==> config.mk <==
export PLATFORM = sky130hd
export DESIGN_NAME = sram_port_arbiter
export DESIGN_NICKNAME = d
export VERILOG_FILES = /design/src/rtl/sram_arb_pkg.sv /design/src/rtl/arb_rr2.sv /design/src/rtl/sram_port_arbiter.sv
export SDC_FILE = /design/constraint.sdc
export NUM_CORES = 1
export LEC_CHECK = 0
export ABC_CLOCK_PERIOD_IN_PS = 5210
export CORE_AREA = 3 3 116 118
export CTS_BUF_LIST = sky130_fd_sc_hd__clkbuf_8
export DETAILED_ROUTE_END_ITERATION = 6
export DIE_AREA = 0 0 119 121
export PLACE_DENSITY = 0.69
export SYNTH_ARGS = -nofsm -noshare
export SYNTH_HDL_FRONTEND = slang
export SYNTH_SLANG_ARGS = --single-unit
==> constraint.sdc <==
create_clock -name clk -period 5.21 [get_ports clk]
set_input_delay 1.042 -clock clk [delete_from_list [all_inputs] [get_ports clk]]
set_output_delay 1.042 -clock clk [all_outputs]
set_load 0.05 [all_outputs]
==> src/rtl/sram_arb_pkg.sv <==
// Shared types and constants for the two-master SRAM port arbiter.
package sram_arb_pkg;

  localparam int unsigned HOLD_W = 4;

  localparam logic M0 = 1'b0;
  localparam logic M1 = 1'b1;

  typedef enum logic [1:0] {
    IDLE   = 2'd0,
    GRANT0 = 2'd1,
    GRANT1 = 2'd2
  } arb_state_t;

endpackage

==> src/rtl/arb_rr2.sv <==
// Two-way round-robin pick; optionally masks the releasing master so a
// release cycle can hand the port straight to the other requester.
module arb_rr2
  import sram_arb_pkg::*;
(
  input  logic r0,
  input  logic r1,
  input  logic ptr,
  input  logic mask_self,
  input  logic self,
  output logic valid,
  output logic winner
);

  logic eff0;
  logic eff1;

  assign eff0   = r0 & ~(mask_self & (self == M0));
  assign eff1   = r1 & ~(mask_self & (self == M1));
  assign valid  = eff0 | eff1;
  // On a tie the master that did not own the port last wins.
  assign winner = (eff0 & eff1) ? ~ptr : eff1;

endmodule

==> src/rtl/sram_port_arbiter.sv <==
// Shares one SRAM controller port between two masters: round-robin grant,
// per-master lock for atomic multi-word bursts, hold limit against starvation.
module sram_port_arbiter
  import sram_arb_pkg::*;
#(
  parameter int unsigned ADDR_W   = 32,
  parameter int unsigned DATA_W   = 32,
  parameter int unsigned MAX_HOLD = 4
) (
  input  logic              clk,
  input  logic              rst,
  input  logic [ADDR_W-1:0] m0_address,
  input  logic [DATA_W-1:0] m0_wdata,
  input  logic              m0_read,
  input  logic              m0_write,
  input  logic              m0_lock,
  output logic [DATA_W-1:0] m0_rdata,
  output logic              m0_ready,
  input  logic [ADDR_W-1:0] m1_address,
  input  logic [DATA_W-1:0] m1_wdata,
  input  logic              m1_read,
  input  logic              m1_write,
  input  logic              m1_lock,
  output logic [DATA_W-1:0] m1_rdata,
  output logic              m1_ready,
  output logic [ADDR_W-1:0] sram_address,
  output logic [DATA_W-1:0] sram_wdata,
  output logic              sram_read,
  output logic              sram_write,
  input  logic [DATA_W-1:0] sram_rdata,
  input  logic              sram_ready
);

  localparam int unsigned CNT_W = HOLD_W + 1;

  arb_state_t        state;
  arb_state_t        state_nxt;
  logic              last_grant;
  logic              last_grant_nxt;
  logic [HOLD_W-1:0] hold_cnt;
  logic [HOLD_W-1:0] hold_cnt_nxt;

  logic req0;
  logic req1;
  logic own;
  logic req_own;
  logic req_other;
  logic lock_own;
  logic hold_ok;
  logic release_own;
  logic arb_ptr;
  logic arb_mask;
  logic arb_valid;
  logic arb_winner;

  assign req0 = m0_read | m0_write;
  assign req1 = m1_read | m1_write;

  assign own       = (state == GRANT1) ? M1 : M0;
  assign req_own   = own ? req1 : req0;
  assign req_other = own ? req0 : req1;
  assign lock_own  = own ? m1_lock : m0_lock;
  assign hold_ok   = (CNT_W'(hold_cnt) + CNT_W'(1)) < CNT_W'(MAX_HOLD);

  // One arbiter serves both the idle pick and the release-time handover.
  assign arb_ptr  = (state == IDLE) ? last_grant : own;
  assign arb_mask = (state != IDLE);

  arb_rr2 u_arb (
    .r0        (req0),
    .r1        (req1),
    .ptr       (arb_ptr),
    .mask_self (arb_mask),
    .self      (own),
    .valid     (arb_valid),
    .winner    (arb_winner)
  );

  always_ff @(posedge clk) begin
    if (!rst) begin
      state      <= IDLE;
      last_grant <= M1;
      hold_cnt   <= '0;
    end else begin
      state      <= state_nxt;
      last_grant <= last_grant_nxt;
      hold_cnt   <= hold_cnt_nxt;
    end
  end

  always_comb begin
    state_nxt      = state;
    last_grant_nxt = last_grant;
    hold_cnt_nxt   = hold_cnt;
    release_own    = 1'b0;
    case (state)
      IDLE: begin
        if (arb_valid) state_nxt = arb_winner ? GRANT1 : GRANT0;
      end
      GRANT0, GRANT1: begin
        if (sram_ready) begin
          if (lock_own && (!req_other || hold_ok)) begin
            hold_cnt_nxt = (hold_cnt == '1) ? hold_cnt : hold_cnt + HOLD_W'(1);
          end else begin
            release_own = 1'b1;
          end
        end else if (!req_own && !lock_own) begin
          // A locked master keeps the port even while it has nothing to issue.
          release_own = 1'b1;
        end
        if (release_own) begin
          last_grant_nxt = own;
          hold_cnt_nxt   = '0;
          state_nxt      = arb_valid ? (arb_winner ? GRANT1 : GRANT0) : IDLE;
        end
      end
      default: begin
        state_nxt    = IDLE;
        hold_cnt_nxt = '0;
      end
    endcase
  end

  // Route the owning master to the SRAM port; the other one is fully masked.
  always_comb begin
    sram_address = '0;
    sram_wdata   = '0;
    sram_read    = 1'b0;
    sram_write   = 1'b0;
    m0_ready     = 1'b0;
    m1_ready     = 1'b0;
    case (state)
      GRANT0: begin
        sram_address = m0_address;
        sram_wdata   = m0_wdata;
        sram_write   = m0_write;
        sram_read    = m0_read & ~m0_write;
        m0_ready     = sram_ready;
      end
      GRANT1: begin
        sram_address = m1_address;
        sram_wdata   = m1_wdata;
        sram_write   = m1_write;
        sram_read    = m1_read & ~m1_write;
        m1_ready     = sram_ready;
      end
      default: ;
    endcase
  end

  assign m0_rdata = sram_rdata;
  assign m1_rdata = sram_rdata;

endmodule

# ---- Word-level counts from Yosys, hierarchy flattened
# Cells that the tools add are included.
# Widths: inputs -> output; s select.
dict set report word_totals {
  reg_bits 7
  inputBits 169
  word_cells 69
}
dict set report op_classes {
  n_addsub 2
  magnitude_cmp 1
  eq_ne 8
  mux 26
  bitwise_logic 17
  reduce_logical 12
}
# op count
set ops {}
lappend ops {{$pmux 32 s2} 2}
lappend ops {{$mux 4} 4}
lappend ops {{$mux 1} 12}
lappend ops {{$ne 3x3->1 const B} 3}
lappend ops {{$mux 2} 4}
lappend ops {{$pmux 4 s2} 1}
lappend ops {{$and 1x1->1} 7}
lappend ops {{$not 1->1} 7}
lappend ops {{$add 4x1->5 const B} 1}
lappend ops {{$lt 5x3->1 const B} 1}
lappend ops {{$add 4x1->4 const B} 1}
lappend ops {{$eq 4x4->1 const B} 1}
lappend ops {{$ne 2x2->1 const B} 2}
lappend ops {{$pmux 1 s2} 2}
lappend ops {{$pmux 2 s2} 1}
lappend ops {{$reduce_and 2->1} 2}
lappend ops {{$reduce_and 4->1} 1}
lappend ops {{$logic_not 1->1} 3}
lappend ops {{$or 1x1->1} 3}
lappend ops {{$eq 2x1->1 const B} 1}
lappend ops {{$eq 2x2->1 const B} 1}
lappend ops {{$logic_and 1x1->1} 2}
lappend ops {{$logic_not 2->1} 1}
lappend ops {{$reduce_bool 2->1} 1}
lappend ops {{other kinds (2)} 2}

# ---- Logic depth before layout (Yosys ltp)
# Gate-level depths: netlist (run 1).
dict set report logic_depth {
  ltp_word 12
  ltp_mapped 8
}

# ---- Hierarchy
# From an unflattened synthesis (run 1), not the netlist that was laid out.
dict set report hier_totals {
  hier_cells 298
  area_unflattened_um2 2123.3
}
# module n_inst cells_per_inst area_each_um2
set by_module_without_submodules {}
lappend by_module_without_submodules {sram_port_arbiter 1 291 2087.0}
lappend by_module_without_submodules {arb_rr2 1 7 36.3}

# ---- Least setup slack after synthesis (run 1)
# OpenSTA, ideal clock, no wires.
dict set report synth_path {
  path_type {reg2out}
  start {register state[0]}
  end {output sram_wdata[12]}
  arrival_time_ps 2106
  required_ps 4168
  path_slack_ps 2062
  path_stages_with_launch 8
  n_path_buf 3
  path_cell_list {dfxtp_1 > inv_1 > ha_1 > buf_4 > clkbuf_1 > clkbuf_1 > a22oi_1 > nor2b_1}
}
dict set report synth_between {
  elab_chain_len 2
  word_cells_on_any_way 3
  classes_between {eq/ne: 2; mux: 1}
}
# item line_no
set synth_rtl {}
lappend synth_rtl {{start, declared} sram_port_arbiter.sv:36} ;# arb_state_t state;
lappend synth_rtl {{start signal, assigned} sram_port_arbiter.sv:85} ;# state <= state_nxt;
lappend synth_rtl {{$eq 2x2->1 or $eq 2x1->1 (tied branches)} sram_port_arbiter.sv:132} ;# case (state)
lappend synth_rtl {{$pmux 32 s2 *} sram_port_arbiter.sv:132}
lappend synth_rtl {{end, declared} sram_port_arbiter.sv:27} ;# output logic [DATA_W-1:0] sram_wdata,
# Every way passes the cells marked *; elsewhere a longest branch is shown, timed or not.

# ---- Worst setup path after layout (run 1)
dict set report layout_path {
  start {register state[1]}
  end {output sram_wdata[9]}
}
# Same word-level chain as after synthesis.

==> results by group, run 1 <==
Min path
  – Min-delay src: hold_cnt[1]$_SDFFE_PN0P_
  – Hold Path Class: flip-flop to flip-flop

Floorplan
  – Initial core utilization: 16.8%
  – Die footprint: around 14000 um^2
  – Die X: 119 um
  – Die height: 121 um
  – IO Pins: 301
  – Core Region: 12600 um^2
  – Row count: just over 40

Placed design
  – DP Area: 3800 um^2
  – I/O Buffers: 204
  – Gpl congestion: 0.808
  – Detailed-placement wirelength estimate: a little under 8000 um
  – Setup WS pre-CTS: 1370 ps

Critical path
  – Worst flop-to-flop path endpoint: hold_cnt[2]$_SDFFE_PN0P_
  – Critical path, cell by cell: inv_1 -> ha_2 -> buf_4 -> a22oi_1 -> nor2b_1 -> clkdlybuf4s50_1
  – CP Max Fanout: 50
  – Origin of the critical flop-to-flop path: state[1]$_SDFFE_PN0P_
  – Critical Path End: sram_wdata[9]
  – FF-to-FF path depth: 6
  – WP data required: 4170 ps
  – Buf+Inv Stages, Crit Path: 3
  – Max stage delay on crit path: approximately 850 ps
  – Crit-path slowest cell: ha_2
  – Setup crit end kind: primary output
  – Top delay family on crit path: buffers and inverters
  – Arrival @ worst endpoint: between 3000 and 4000 ps
  – Critical path startpoint category: flip-flop
  – Worst setup path start: state[1]$_SDFFE_PN0P_
  – Number of cells on the critical path: 6
  – Crit Path Class: flip-flop to primary output
  – Flop2flop setup slack: 2640 ps

Timing
  – Fmax achieved: 0.244 GHz
  – Slew @ Worst Pin: 1070 ps
  – Unrepaired setup endpoints after global routing: no
  – Final period utilization: 78.6%
  – Hold slack: 485 ps
  – Clock Skews: 0.986 ps
  – Setup TNS: 0 ps
  – Fin crit period: 4090 ps
  – Final hold violation count: 0
  – Worst setup margin: around 1100 ps
  – Max_slew headroom: 28.7%
  – Final Max Slew Viols: 0
  – Final setup vio count: 0

CTS
  – Cts bufs inserted: 3
  – Number of post-CTS setup repair buffers: 0
  – Clk buf depth: 2
  – Clk slew on worst S/H paths: 40 ps
  – CTS tree: done
  – CTS sink cnt: 7
  – Hold-fix buffers at CTS: 0
  – Clock Latency Late Sink: approximately 230 ps
  – Root buffer cell: clkbuf_8
  – Cts repair resizes: 0
  – H-tree levels: 1

Synth
  – Post-synth net total: ~470
  – Synth Area in Compound Gates: between 30% and 40%
  – Post-synthesis sequential area ratio: 6.65%
  – Post-synth EDFFs: 0
  – Share of Yosys cell area claimed by the top area cell type: 23.2%
  – Leading area contributor after synthesis: a22oi_1
  – Largest family of logic cells by synthesized area: compound AO/OA/AOI/OAI gates
  – Post-synthesis xor/xnor area fraction: 0%
  – Synthesis Warnings: 0
  – Unique masters post-synth: 37
  – Post-synthesis register bit count: 7
  – Syn avg cell area: 7.07 um^2
  – Async SR Flop Fraction: 0%
  – Post-Synth Simple-Gate Area: 27.9%
  – Cell Area, Synth: roughly 2100 um^2
  – Top FF cell, synth: dfxtp_1
  – Synthesized netlist cell count: 298
  – Post-synthesis adder-cell area fraction: 3.57%
  – Post-synthesis mux area share: less than 1%
  – Top post-synthesis cells by area: a22oi_1 23%, buf_4 23%, nor2b_1 20%, dfxtp_1 6.7%, clkbuf_1 3.6%

Global routing
  – Vias in the first global route: ~2.6k
  – Maximum number of pins on one net before global-route repair: 73
  – First-pass GRT wire length: approximately 14000 um
  – Total grt overflow: 0
  – Gr usage total: 12.0%
  – Antenna violations before repair: 0

Routing
  – Initial DRC count: 132
  – WL final: 9670 um
  – Via count: 2601
  – Wire per inst: around 16 um
  – Avg Vias per Cell: 4.39
  – Drt pass-1 iters: 4
  – # DRC: 0
  – ANT nets after route: 0

Run status
  – Status: complete, no violations

Pwr
  – Clk pwr share: 5.5%
  – P_leak: 1.20 nW
  – Combinational Power Share: 89.3%
  – Psw: 0.780 mW
  – Switching Fraction: 55.6%
  – Max VDD drop: 0.322 mV
  – Power Density: 364 nW/um^2
  – Cell Int Power: 0.622 mW
  – Sequential cell fraction of total power: 5.2%

Finish
  – Area grow syn2layout: 82.8%
  – # fillers: about 1.4k
  – Final nets: 597
  – ANT cells: 0
  – Layout cell share with drive strength beyond 1: under 10%
  – Final instance area: just under 4000 um^2

Flow run
  – Maximum capacitance violations: 0
cell usage after synthesis, types with 2 or more instances:
library cell	instances
a21oi_1	2
a221oi_1	3
a22oi_1	65
a311oi_1	2
a32o_1	2
and2_1	4
buf_4	65
buf_6	2
clkbuf_1	20
dfxtp_1	7
ha_1	6
inv_1	5
nand2_1	11
nand3_1	3
nor2_1	6
nor2b_1	67
nor3_1	4
o21ai_1	2
o22ai_1	3
o22ai_2	2
layout by cell type, fill, tap and decap left out, drive strengths merged, types with 3 or more instances in the layout:
cell / synthesis / final
a221oi: 3 / 3
a22oi: 65 / 65
a32o: 3 / 3
and2: 4 / 4
buf: 68 / 3
clkbuf: 20 / 3
clkdlybuf4s50: 0 / 204
dfxtp: 7 / 7
ha: 6 / 6
inv: 5 / 6
nand2: 11 / 11
nand3: 3 / 3
nor2: 7 / 7
nor2b: 67 / 67
nor3: 4 / 4
o22ai: 5 / 5
worst min-delay path by stage:
| stage | end | slack [ps] | cells past startpoint |
|---|---|---|---|
| global placement | hold_cnt[1]$_SDFFE_PN0P_ | 470 | 2 |
| floorplan | hold_cnt[2]$_SDFFE_PN0P_ | 450 | 1 |
| global route | hold_cnt[1]$_SDFFE_PN0P_ | 520 | 2 |
| detailed placement | hold_cnt[1]$_SDFFE_PN0P_ | 480 | 2 |
| CTS | hold_cnt[1]$_SDFFE_PN0P_ | 480 | 2 |
| finish | hold_cnt[1]$_SDFFE_PN0P_ | 480 | 2 |
tightest hold or removal path: cells and delay by family (launching register included):
kind / cells / cell delay, ps
flops: 1 / 320
compound gates: 1 / 50
simple gates: 1 / 60
flip-flops by register name, indices dropped and copies added (netlist names):
name / cells
hold_cnt: 4
last_grant: 1
state: 2
power groups by stage:
stage | sequential (mW) | clock [mW] | combinational [mW]
4_1_cts | 0.0726 | 0.0790 | 1.27
3_3_place_gp | 0.0719 | 0 | 1.24
6_report | 0.0726 | 0.0771 | 1.25
5_1_grt | 0.0742 | 0.0828 | 1.34
2_1_floorplan | 0.0709 | 0 | 0.998
3_5_place_dp | 0.0735 | 0 | 1.26
final cells by class:
class | count | area, um^2 | share of cell area, %
multi-input cells | 198 | 1370 | 35.5
repair buffers | 207 | 2060 | 53.6
well taps | 172 | 215 | 5.59
clock buffers | 3 | 41.3 | 1.07
clock inverters | 1 | 3.75 | 0.0975
inverters | 5 | 18.8 | 0.488
flip-flops and latches | 7 | 140 | 3.64
stage by stage:
| stage | instances | total power, mW | util [%] |
|---|---|---|---|
| after global placement | 589 | 1.31 | 30.3 |
| after global routing | 593 | 1.49 | 30.6 |
| after detailed placement | 589 | 1.33 | 30.3 |
| final | 593 | 1.40 | 30.6 |
| after floorplan | 298 | 1.07 | - |
| after CTS | 593 | 1.42 | 30.6 |
cell families after synthesis:
| kind of cell | after synthesis |
|---|---|
| mux | 1 |
| fa+ha+maj | 6 |
| buf+inv | 93 |
| compound gates | 89 |
| flops | 7 |
| simple gates | 102 |
per-layer routing:
layer	GRT usage (%)	part of all wire (%)
met1	14.2	40
met2	21.3	50
met3	4.20	9.8
met4	2.03	0.51
met5	0	0
(Power assumes the default switching activity.)
==> run 2, diff against run 1 <==
--- a/config.mk
+++ b/config.mk
@@ -5,12 +5,12 @@
 export SDC_FILE = /design/constraint.sdc
 export NUM_CORES = 1
 export LEC_CHECK = 0
-export ABC_CLOCK_PERIOD_IN_PS = 5210
-export CORE_AREA = 3 3 116 118
+export ABC_CLOCK_PERIOD_IN_PS = 3500
+export CORE_AREA = 3 3 115 117
 export CTS_BUF_LIST = sky130_fd_sc_hd__clkbuf_8
 export DETAILED_ROUTE_END_ITERATION = 6
-export DIE_AREA = 0 0 119 121
-export PLACE_DENSITY = 0.69
+export DIE_AREA = 0 0 118 120
+export PLACE_DENSITY = 0.72
 export SYNTH_ARGS = -nofsm -noshare
 export SYNTH_HDL_FRONTEND = slang
 export SYNTH_SLANG_ARGS = --single-unit
==> constraint.sdc (replaced) <==
create_clock -name clk -period 3.5 [get_ports clk]
set_input_delay 0.7 -clock clk [delete_from_list [all_inputs] [get_ports clk]]
set_output_delay 0.7 -clock clk [all_outputs]
set_load 0.05 [all_outputs]
==> run 2 against run 1 <==
Hold slack improved by 12 ps. First-iteration DRC count is 20% lower. Utilization is 0.27 points higher. Clock power grew 45%. Cell count grew 0.34%. Critical path depth fell by 1. Sequential cell count stayed put. Clock skew barely moved. Register-to-register slack worse by 1300 ps. Sequential power is 49% higher. Largest cell class unchanged.
==> results by group, run 2 (same netlist as run 1, synthesis figures left out) <==
Run status
  – Status: complete, no violations

Critical path
  – FF-to-FF path depth: 8
  – Max stage delay on crit path: 800 ps
  – WP data required: between 2000 and 3000 ps
  – Origin of the critical flop-to-flop path: state[0]$_SDFFE_PN0P_
  – Critical Path End: sram_read
  – CP Max Fanout: 4
  – Critical path startpoint category: input port
  – Crit Path Class: input port to primary output
  – Number of cells on the critical path: 5
  – Arrival @ worst endpoint: approximately 2400 ps
  – Crit-path slowest cell: clkdlybuf4s50_1
  – Buf+Inv Stages, Crit Path: 2
  – Worst setup path start: m0_read
  – Most frequent CP cell: clkdlybuf4s50_1
  – Top delay family on crit path: buffers and inverters
  – Flop2flop setup slack: about 1400 ps
  – Setup crit end kind: primary output
  – Critical path, cell by cell: clkdlybuf4s50_1 -> nand2_1 -> o22ai_1 -> and2_1 -> clkdlybuf4s50_1
  – Worst flop-to-flop path endpoint: hold_cnt[0]$_SDFFE_PN0P_

Timing
  – Slew @ Worst Pin: about 630 ps
  – Fin crit period: roughly 3100 ps
  – Final period utilization: 88.4%
  – Fmax achieved: 0.323 GHz
  – Unrepaired setup endpoints after global routing: no
  – Setup TNS: 0 ps
  – Max_slew headroom: between 50 and 60%
  – Worst setup margin: 406 ps
  – Final Max Slew Viols: 0
  – Clock Skews: 1.30 ps
  – Final hold violation count: 0
  – Final setup vio count: 0

CTS
  – Clock Latency Late Sink: 230 ps
  – Clk buf depth: 2
  – Cts repair resizes: 0
  – H-tree levels: 1
  – Cts bufs inserted: 3
  – Hold-fix buffers at CTS: 0
  – CTS tree: done
  – Clk slew on worst S/H paths: about 40 ps
  – CTS sink cnt: 7
  – Root buffer cell: clkbuf_8
  – Number of post-CTS setup repair buffers: 0

Finish
  – Layout cell share with drive strength beyond 1: 7.57%
  – Biggest regs: hold_cnt (4), state (2), last_grant (1)
  – Post-route non-filler standard cell count: 595
  – Commonest non-fill, non-tap cell in the layout: clkdlybuf4s50_1
  – Final Util: 30.9%
  – ANT cells: 0
  – Largest register FFs: 4
  – Most frequent cells in the layout: 189 x clkdlybuf4s50_1, 67 x nor2b_1, 65 x a22oi_1
  – Reg with most FFs: hold_cnt
  – Area grow syn2layout: 82.9%
  – Final nets: 599

Pwr
  – Max VDD drop: 0.300 mV
  – Power Density: 540 nW/um^2
  – P_leak: 1.24 nW

Global routing
  – M3 GR Usage: 3.68%
  – Vias in the first global route: 2416
  – Gr usage total: between 10% and 20%
  – Grt met1 use: between 10% and 20%
  – Total grt overflow: 0
  – First-pass GRT wire length: 13000 um
  – Antenna violations before repair: 0
  – M2 GR Usage: about 20%
  – Busiest layer in global routing: met2
  – Maximum number of pins on one net before global-route repair: 73

Routing
  – Drt pass-1 iters: 4
  – Avg Vias per Cell: 4.36
  – WL final: between 8000 and 9000 um
  – Wire per inst: 14.7 um
  – Via count: 2593
  – # DRC: 0
  – ANT nets after route: 0
  – Initial DRC count: 106

Placed design
  – Setup WS pre-CTS: about 400 ps
  – I/O Buffers: 204
  – Gpl congestion: 0.799
  – Placed cells: 591
  – Detailed-placement wirelength estimate: 7030 um

Min path
  – Hold Path Class: flip-flop to flip-flop

Floorplan
  – Initial core utilization: 16.9%
  – IO Pins: 301
  – Core Region: approximately 12000 um^2
  – Die footprint: around 14000 um^2
  – Row count: between 40 and 50
  – Die X: 118 um
  – Die height: 120 um

Flow run
  – Maximum capacitance violations: 0
## run 2: metrics by stage
| step | instance area (um^2) | power [mW] | hold WS [ps] |
|---|---|---|---|
| after global placement | 3810 | 1.95 | 473 |
| after global routing | 3850 | 2.22 | 521 |
| after CTS | 3850 | 2.10 | 490 |
| after detailed placement | 3810 | 1.99 | 485 |
| final | 3850 | 2.08 | 497 |
| after floorplan | 2110 | 1.59 | 452 |
## run 2: worst min-delay path by stage
stage / start / to / depth (start not counted)
after floorplan: hold_cnt[2]$_SDFFE_PN0P_ / hold_cnt[2]$_SDFFE_PN0P_ / 1
after global placement: hold_cnt[1]$_SDFFE_PN0P_ / hold_cnt[1]$_SDFFE_PN0P_ / 2
after detailed placement: hold_cnt[1]$_SDFFE_PN0P_ / hold_cnt[1]$_SDFFE_PN0P_ / 2
after CTS: hold_cnt[1]$_SDFFE_PN0P_ / hold_cnt[1]$_SDFFE_PN0P_ / 2
after global routing: hold_cnt[1]$_SDFFE_PN0P_ / hold_cnt[1]$_SDFFE_PN0P_ / 2
final: hold_cnt[1]$_SDFFE_PN0P_ / hold_cnt[1]$_SDFFE_PN0P_ / 2
## run 2: final cells by class
cell class                 count  area [um^2]
clock buffer                   3         41.3
clock inverter                 1         3.75
fill                        1321         8610
inverter                       5         18.8
multi-input combinational    198         1370
sequential                     7          140
tap                          172          215
timing repair buffer         209         2070
## run 2: worst min-delay path, delay by kind of cell, from the launching register on
family / cells / cell delay, ps
flops: 1 / 330
simple gates: 1 / 60
compound gates: 1 / 50
## run 2: report_power, final
part	leakage (nW)	total, mW	internal (mW)	switching (mW)
registers	0.0569	0.108	0.0937	0.0147
logic	1.16	1.86	0.771	1.09
clock network	0.0269	0.112	0.0759	0.0362
total	1.24	2.08	0.940	1.14
## run 2: per-layer routing
| layer | wire (um) | share of wire, % | vias up |
|---|---|---|---|
| li1 | - | - | 1251 |
| met2 | 4530 | 52 | 147 |
| met4 | 34 | 0.39 | 0 |
| met3 | 786 | 9.0 | 5 |
| met5 | 0 | 0 | - |
| met1 | 3400 | 39 | 1190 |
